[src/rtl/func_result_collector.sv]
// func_result_collector
// Watches the proc_state of a generated C-function FSM, samples its result on
// every completed invocation, grades it against EXPECT and queues
// {match,result} in a small FIFO with a valid/ready readback port.
// Saturating pass/fail counters and a sticky overflow flag summarise the run.
module func_result_collector #(
   parameter int              DW         = 8,
   parameter int              SW         = 3,
   parameter int              LAST_STATE = 6,
   parameter logic [DW-1:0]   EXPECT     = 8'h09,
   parameter int              DEPTH      = 4,
   parameter int              CW         = 16
) (
   input  logic          clk,
   input  logic          rst_n,
   input  logic [SW-1:0] fn_state,
   input  logic [DW-1:0] fn_out,
   input  logic          clr,
   input  logic          stop_fail,
   output logic          m_valid,
   input  logic          m_ready,
   output logic [DW-1:0] m_data,
   output logic          m_match,
   output logic [CW-1:0] pass_cnt,
   output logic [CW-1:0] fail_cnt,
   output logic          ovf,
   output logic          halted
);

   localparam int PW = $clog2(DEPTH);
   localparam int EW = DW + 1;

   typedef enum logic [1:0] {
      ST_SYNC = 2'd0,
      ST_RUN  = 2'd1,
      ST_HALT = 2'd2
   } state_t;

   state_t        state_q, state_d;
   logic          halted_q, halted_d;
   logic [SW-1:0] prev_state_q, prev_state_d;
   logic [PW:0]   wr_ptr_q, wr_ptr_d;
   logic [PW:0]   rd_ptr_q, rd_ptr_d;
   logic [EW-1:0] mem_q [DEPTH];
   logic [EW-1:0] mem_d [DEPTH];
   logic [CW-1:0] pass_q, pass_d;
   logic [CW-1:0] fail_q, fail_d;
   logic          ovf_q, ovf_d;

   logic          done;
   logic          fifo_empty;
   logic          fifo_full;
   logic          pop;
   logic          sample;
   logic          is_match;
   logic          push_ok;
   logic [EW-1:0] head;

   // Event detection, FIFO status and handshake qualifiers. An invocation has
   // completed when the upstream FSM leaves LAST_STATE; fn_out is final then.
   always_comb begin
      done       = (prev_state_q == SW'(LAST_STATE)) && (fn_state != SW'(LAST_STATE));
      fifo_empty = (wr_ptr_q == rd_ptr_q);
      fifo_full  = (wr_ptr_q[PW] != rd_ptr_q[PW]) &&
                   (wr_ptr_q[PW-1:0] == rd_ptr_q[PW-1:0]);
      pop        = !fifo_empty && m_ready;
      sample     = (state_q == ST_RUN) && done && !clr;
      is_match   = (fn_out == EXPECT);
      push_ok    = sample && (!fifo_full || pop);
      head       = mem_q[rd_ptr_q[PW-1:0]];
   end

   // Next-state logic for the FSM, FIFO, counters and sticky flags. clr wins
   // over everything, including an event arriving in the same cycle.
   always_comb begin
      state_d      = state_q;
      halted_d     = halted_q;
      prev_state_d = fn_state;
      wr_ptr_d     = wr_ptr_q;
      rd_ptr_d     = rd_ptr_q;
      mem_d        = mem_q;
      pass_d       = pass_q;
      fail_d       = fail_q;
      ovf_d        = ovf_q;

      if (clr) begin
         state_d  = ST_SYNC;
         halted_d = 1'b0;
         wr_ptr_d = '0;
         rd_ptr_d = '0;
         pass_d   = '0;
         fail_d   = '0;
         ovf_d    = 1'b0;
      end else begin
         if (pop) begin
            rd_ptr_d = rd_ptr_q + (PW+1)'(1);
         end

         if (push_ok) begin
            mem_d[wr_ptr_q[PW-1:0]] = {is_match, fn_out};
            wr_ptr_d                = wr_ptr_q + (PW+1)'(1);
         end

         if (sample && !push_ok) begin
            ovf_d = 1'b1;
         end

         if (sample) begin
            if (is_match) begin
               if (pass_q != {CW{1'b1}}) begin
                  pass_d = pass_q + CW'(1);
               end
            end else begin
               if (fail_q != {CW{1'b1}}) begin
                  fail_d = fail_q + CW'(1);
               end
            end
         end

         case (state_q)
            ST_SYNC: begin
               if (fn_state == '0) begin
                  state_d = ST_RUN;
               end
            end
            ST_RUN: begin
               if (sample && !is_match && stop_fail) begin
                  state_d  = ST_HALT;
                  halted_d = 1'b1;
               end
            end
            ST_HALT: begin
               state_d  = ST_HALT;
               halted_d = 1'b1;
            end
            default: begin
               state_d  = ST_SYNC;
               halted_d = 1'b0;
            end
         endcase
      end
   end

   // State registers; reset parks the FSM in SYNC so a run already in
   // progress when reset releases is never sampled.
   always_ff @(posedge clk or negedge rst_n) begin
      if (!rst_n) begin
         state_q      <= ST_SYNC;
         halted_q     <= 1'b0;
         prev_state_q <= '0;
         wr_ptr_q     <= '0;
         rd_ptr_q     <= '0;
         for (int i = 0; i < DEPTH; i++) begin
            mem_q[i] <= '0;
         end
         pass_q       <= '0;
         fail_q       <= '0;
         ovf_q        <= 1'b0;
      end else begin
         state_q      <= state_d;
         halted_q     <= halted_d;
         prev_state_q <= prev_state_d;
         wr_ptr_q     <= wr_ptr_d;
         rd_ptr_q     <= rd_ptr_d;
         mem_q        <= mem_d;
         pass_q       <= pass_d;
         fail_q       <= fail_d;
         ovf_q        <= ovf_d;
      end
   end

   // Output port; the head entry is masked to zero while the FIFO is empty.
   always_comb begin
      m_valid  = !fifo_empty;
      m_data   = fifo_empty ? '0 : head[DW-1:0];
      m_match  = !fifo_empty && head[DW];
      pass_cnt = pass_q;
      fail_cnt = fail_q;
      ovf      = ovf_q;
      halted   = halted_q;
   end

endmodule
[config.mk]
export PLATFORM = sky130hd
export DESIGN_NAME = func_result_collector
export DESIGN_NICKNAME = d
export VERILOG_FILES = /design/src/rtl/func_result_collector.sv
export SDC_FILE = /design/constraint.sdc
export NUM_CORES = 1
export LEC_CHECK = 0
export ABC_AREA = 1
export CORE_ASPECT_RATIO = 1.75
export CORE_MARGIN = 2
export CORE_UTILIZATION = 50
export CTS_CLUSTER_DIAMETER = 100
export DETAILED_ROUTE_END_ITERATION = 12
export PLACE_DENSITY = 0.84
export SETUP_SLACK_MARGIN = 0.5
export SYNTH_ARGS = -nofsm -noshare
export SYNTH_HDL_FRONTEND = slang
export SYNTH_SLANG_ARGS = --single-unit
[constraint.sdc]
create_clock -name clk -period 2.3 [get_ports clk]
set_clock_uncertainty 0.1 [all_clocks]
set_input_delay 0.69 -clock clk [delete_from_list [all_inputs] [get_ports clk]]
set_output_delay 0.69 -clock clk [all_outputs]
set_load 0.03 [all_outputs]
==> flow_metrics.tcl <==
set metrics [dict create \
    hold_viol_final 0 \
    drt_iter0_markers 385 \
    dp_cells 859 \
    cp_data_arrival_time_ps 1680 \
    dieArea_mm2 0.0106 \
    ys_seq_area_share_pct 41.5 \
    fin_cells 910 \
    cts_tree "built" \
    fin_setup_tns_ps -1470 \
    htree_levels 3 \
    fin_ws_ps -167 \
    worst-slew-pin-transition_ps 646 \
    startpoint_type "flop" \
    syn_nets 687 \
    status "complete, but fails checks" \
    pwr-share-clk_pct 41.7 \
    numCtsBuffers 9 \
    ys_ff_latch 81 \
    timing.max_cap.violations 0 \
    clkSinkCount 81 \
    die_w_um 78.7 \
    gp_congestion 0.903 \
    drt-vias-per-instance 5.61 \
    die_h_um 135 \
    synth_area_per_cell_um2 7.37 \
    fmax_mhz 405 \
    hpwl_um 9670 \
    dp_slack_ps -113 \
    fin_crit_sh_pct 107 \
    syn-cell-area_mm2 0.00488 \
    critical_path_required_ps 1510 \
    min-delay-path-class "primary input to asynchronous set/reset pin" \
    final_nets 808 \
    synth_cells 662 \
    violations "negative setup slack" \
    whs_ps 166 \
    clock_latency_ps 340 \
    fp-row-count 47 \
    syn2layout_area_growth_pct 40.2 \
    wl_per_cell_um 15.9 \
    routed_wirelength_um 14500 \
    period_minus_slack_ps 2470 \
    root_buffer "clkbuf_16" \
    clock_path_buffers 2 \
    grt_overflow_total 0 \
    slew_headroom_pct 56.9 \
    yosysUniqueCellTypes 33 \
    drc 0 \
    p_leak_nw 3.52 \
    maxSlewViolCount 0 \
    grt_pass1_vias 4948 \
    crit_path_end_kind "output port" \
    port_buffers 59 \
    antenna_found_initial 0 \
    placed_area_mm2 0.00599 \
    setup_viol 10 \
    internal-power_mw 2.53 \
    ir_drop_mv 0.393 \
    drive_above_1_share_pct 30.7 \
    yosysWarnings 0 \
    grt_pass1_wl_um 22700 \
    pwr-share-comb_pct 13.6 \
    grt_max_degree 41 \
    firstDrtPassIters 6 \
    vias 5105 \
    core_area_mm2 0.00947 \
    n_antenna_cell 0 \
    power_frac_seq_pct 44.8 \
    powerDensity_mw_per_mm2 497 \
    cp_max_fo 15 \
    path_class "flop to output port" \
    antenna_left 0 \
    ioPinCount 60 \
    groute.usage.overall_pct 27.1 \
    p_sw_share_pct 25.5 \
    initial_core_util_pct 51.6 \
    stdcell_area_mm2 0.00685 \
    power.net_switching_uw 868 \
    rsz0062_at_grt "true" \
    clk_pin_slew_worst_paths_ps 60 \
]
layout by cell type, fill, tap and decap left out, types with 3 or more instances in the layout:
cell | synthesis | layout
buf_16 | 0 | 3
dfrtp_2 | 0 | 19
nand4_1 | 49 | 49
o21ai_2 | 9 | 9
buf_6 | 3 | 17
dfrtp_1 | 81 | 62
nand2_1 | 236 | 211
clkdlybuf4s15_1 | 0 | 3
nor2_1 | 79 | 76
nand2_2 | 1 | 12
buf_12 | 0 | 8
buf_2 | 10 | 8
inv_4 | 0 | 9
clkbuf_4 | 0 | 16
buf_4 | 3 | 67
o21ai_1 | 6 | 17
inv_2 | 1 | 6
dlygate4sd2_1 | 0 | 10
inv_1 | 53 | 39
o32ai_4 | 0 | 5
nor2_2 | 3 | 6
o32ai_2 | 0 | 4
ha_1 | 9 | 7
nor3_1 | 4 | 4
xor2_1 | 14 | 13
clkbuf_1 | 5 | 3
nand3_2 | 3 | 7
nand3_4 | 4 | 8
nand2_4 | 0 | 13
nand3_1 | 41 | 35
clkbuf_16 | 0 | 9
o21bai_1 | 10 | 10
registers in the layout, summed over array words and instances, names as in the netlist:
register      count
mem_q            36
fail_cnt         16
pass_cnt         16
prev_state_q      3
rd_ptr_q          3
wr_ptr_q          3
state_q           2
halted            1
ovf               1
worst max-delay path: stages (launching register included):
cell     delay (ps)
dfrtp_2         500
buf_8           200
nor2_1           70
o32ai_2         310
nand2_4          90
inv_4            50
buf_6           110
metal layers:
layer	part of all wire [%]	global-route usage [%]	vias up	wire, µm
met2	54	51.2	229	7840
li1	-	-	2414	-
met5	0	0	-	0
met3	5.4	4.81	77	782
met1	35	27.7	2385	5030
met4	5.7	14.2	0	823
through the flow:
| step | power (mW) | util, % |
|---|---|---|
| floorplan | 1.77 | - |
| global placement | 1.94 | 63.2 |
| detailed placement | 1.95 | 63.2 |
| CTS | 3.39 | 68.6 |
| global route | 3.55 | 72.3 |
| finish | 3.40 | 72.3 |
path summary, 6_finish.rpt:
check / from / endpoint / slack [ps] / depth (start not counted)
worst max-delay path: rd_ptr_q[0] / m_match / -170 / 6
worst min-delay path: rst_n / fail_cnt[1] / 170 / 1
worst max register to register: wr_ptr_q[0] / mem_q[16] / 550 / 5
worst min register to register: mem_q[17] / mem_q[17] / 380 / 2
max in group asynchronous: rst_n / pass_cnt[6] / 1360 / 2
min in group clk: mem_q[17] / mem_q[17] / 380 / 2
cells by family after synthesis:
logic type	count (synthesis)	synth area share, %
AOI/OAI and AO/OA	49	7.08
and+or+nand+nor	426	38.7
adders and majority gates	9	2.31
DFF	81	41.5
buffers and inverters	82	7.72
xor gates and xnor gates	15	2.69
synthesized netlist by cell type (all sizes together):
cell type / number / area [µm²]
dfrtp: 81 / 2030
o21bai: 10 / 75.1
nor2: 84 / 338
or2: 3 / 18.8
clkinv: 1 / 3.75
xnor2: 1 / 8.76
o32ai: 9 / 78.8
xor2: 14 / 123
buf: 22 / 151
inv: 54 / 203
nand2: 237 / 892
nand4: 49 / 307
o21ai: 28 / 174
clkbuf: 5 / 18.8
nand3b: 1 / 7.51
ha: 9 / 113
nand3: 48 / 305
nor3: 4 / 20.0
a21oi: 1 / 8.76
o2bb2ai: 1 / 8.76
area by class of cell:
type                    count  area (µm²)
repair buffers            135        1250
well taps                 122         153
fillers                   700        2620
inverters                  55         234
clock inverters             3        40.0
flip-flops and latches     81        2050
clock buffers              13         250
multi-input cells         501        2860
power groups by stage:
stage                     sequential [mW]  combinational [mW]  clock [mW]
after floorplan                      1.57               0.193           0
after global placement               1.54               0.398           0
after detailed placement             1.54               0.409           0
after CTS                            1.52               0.435        1.44
after global routing                 1.53               0.498        1.52
final                                1.52               0.461        1.42
what timing repair did:
item                                    in CTS  in global routing
buffers inserted                             8                 21
resized for setup                          257                 63
hold buffers                                 0                  0
pin swaps                                   18                 22
cloned                                       3                  3
endpoints found under the setup margin     119                 87
(Power assumes the default switching activity.)
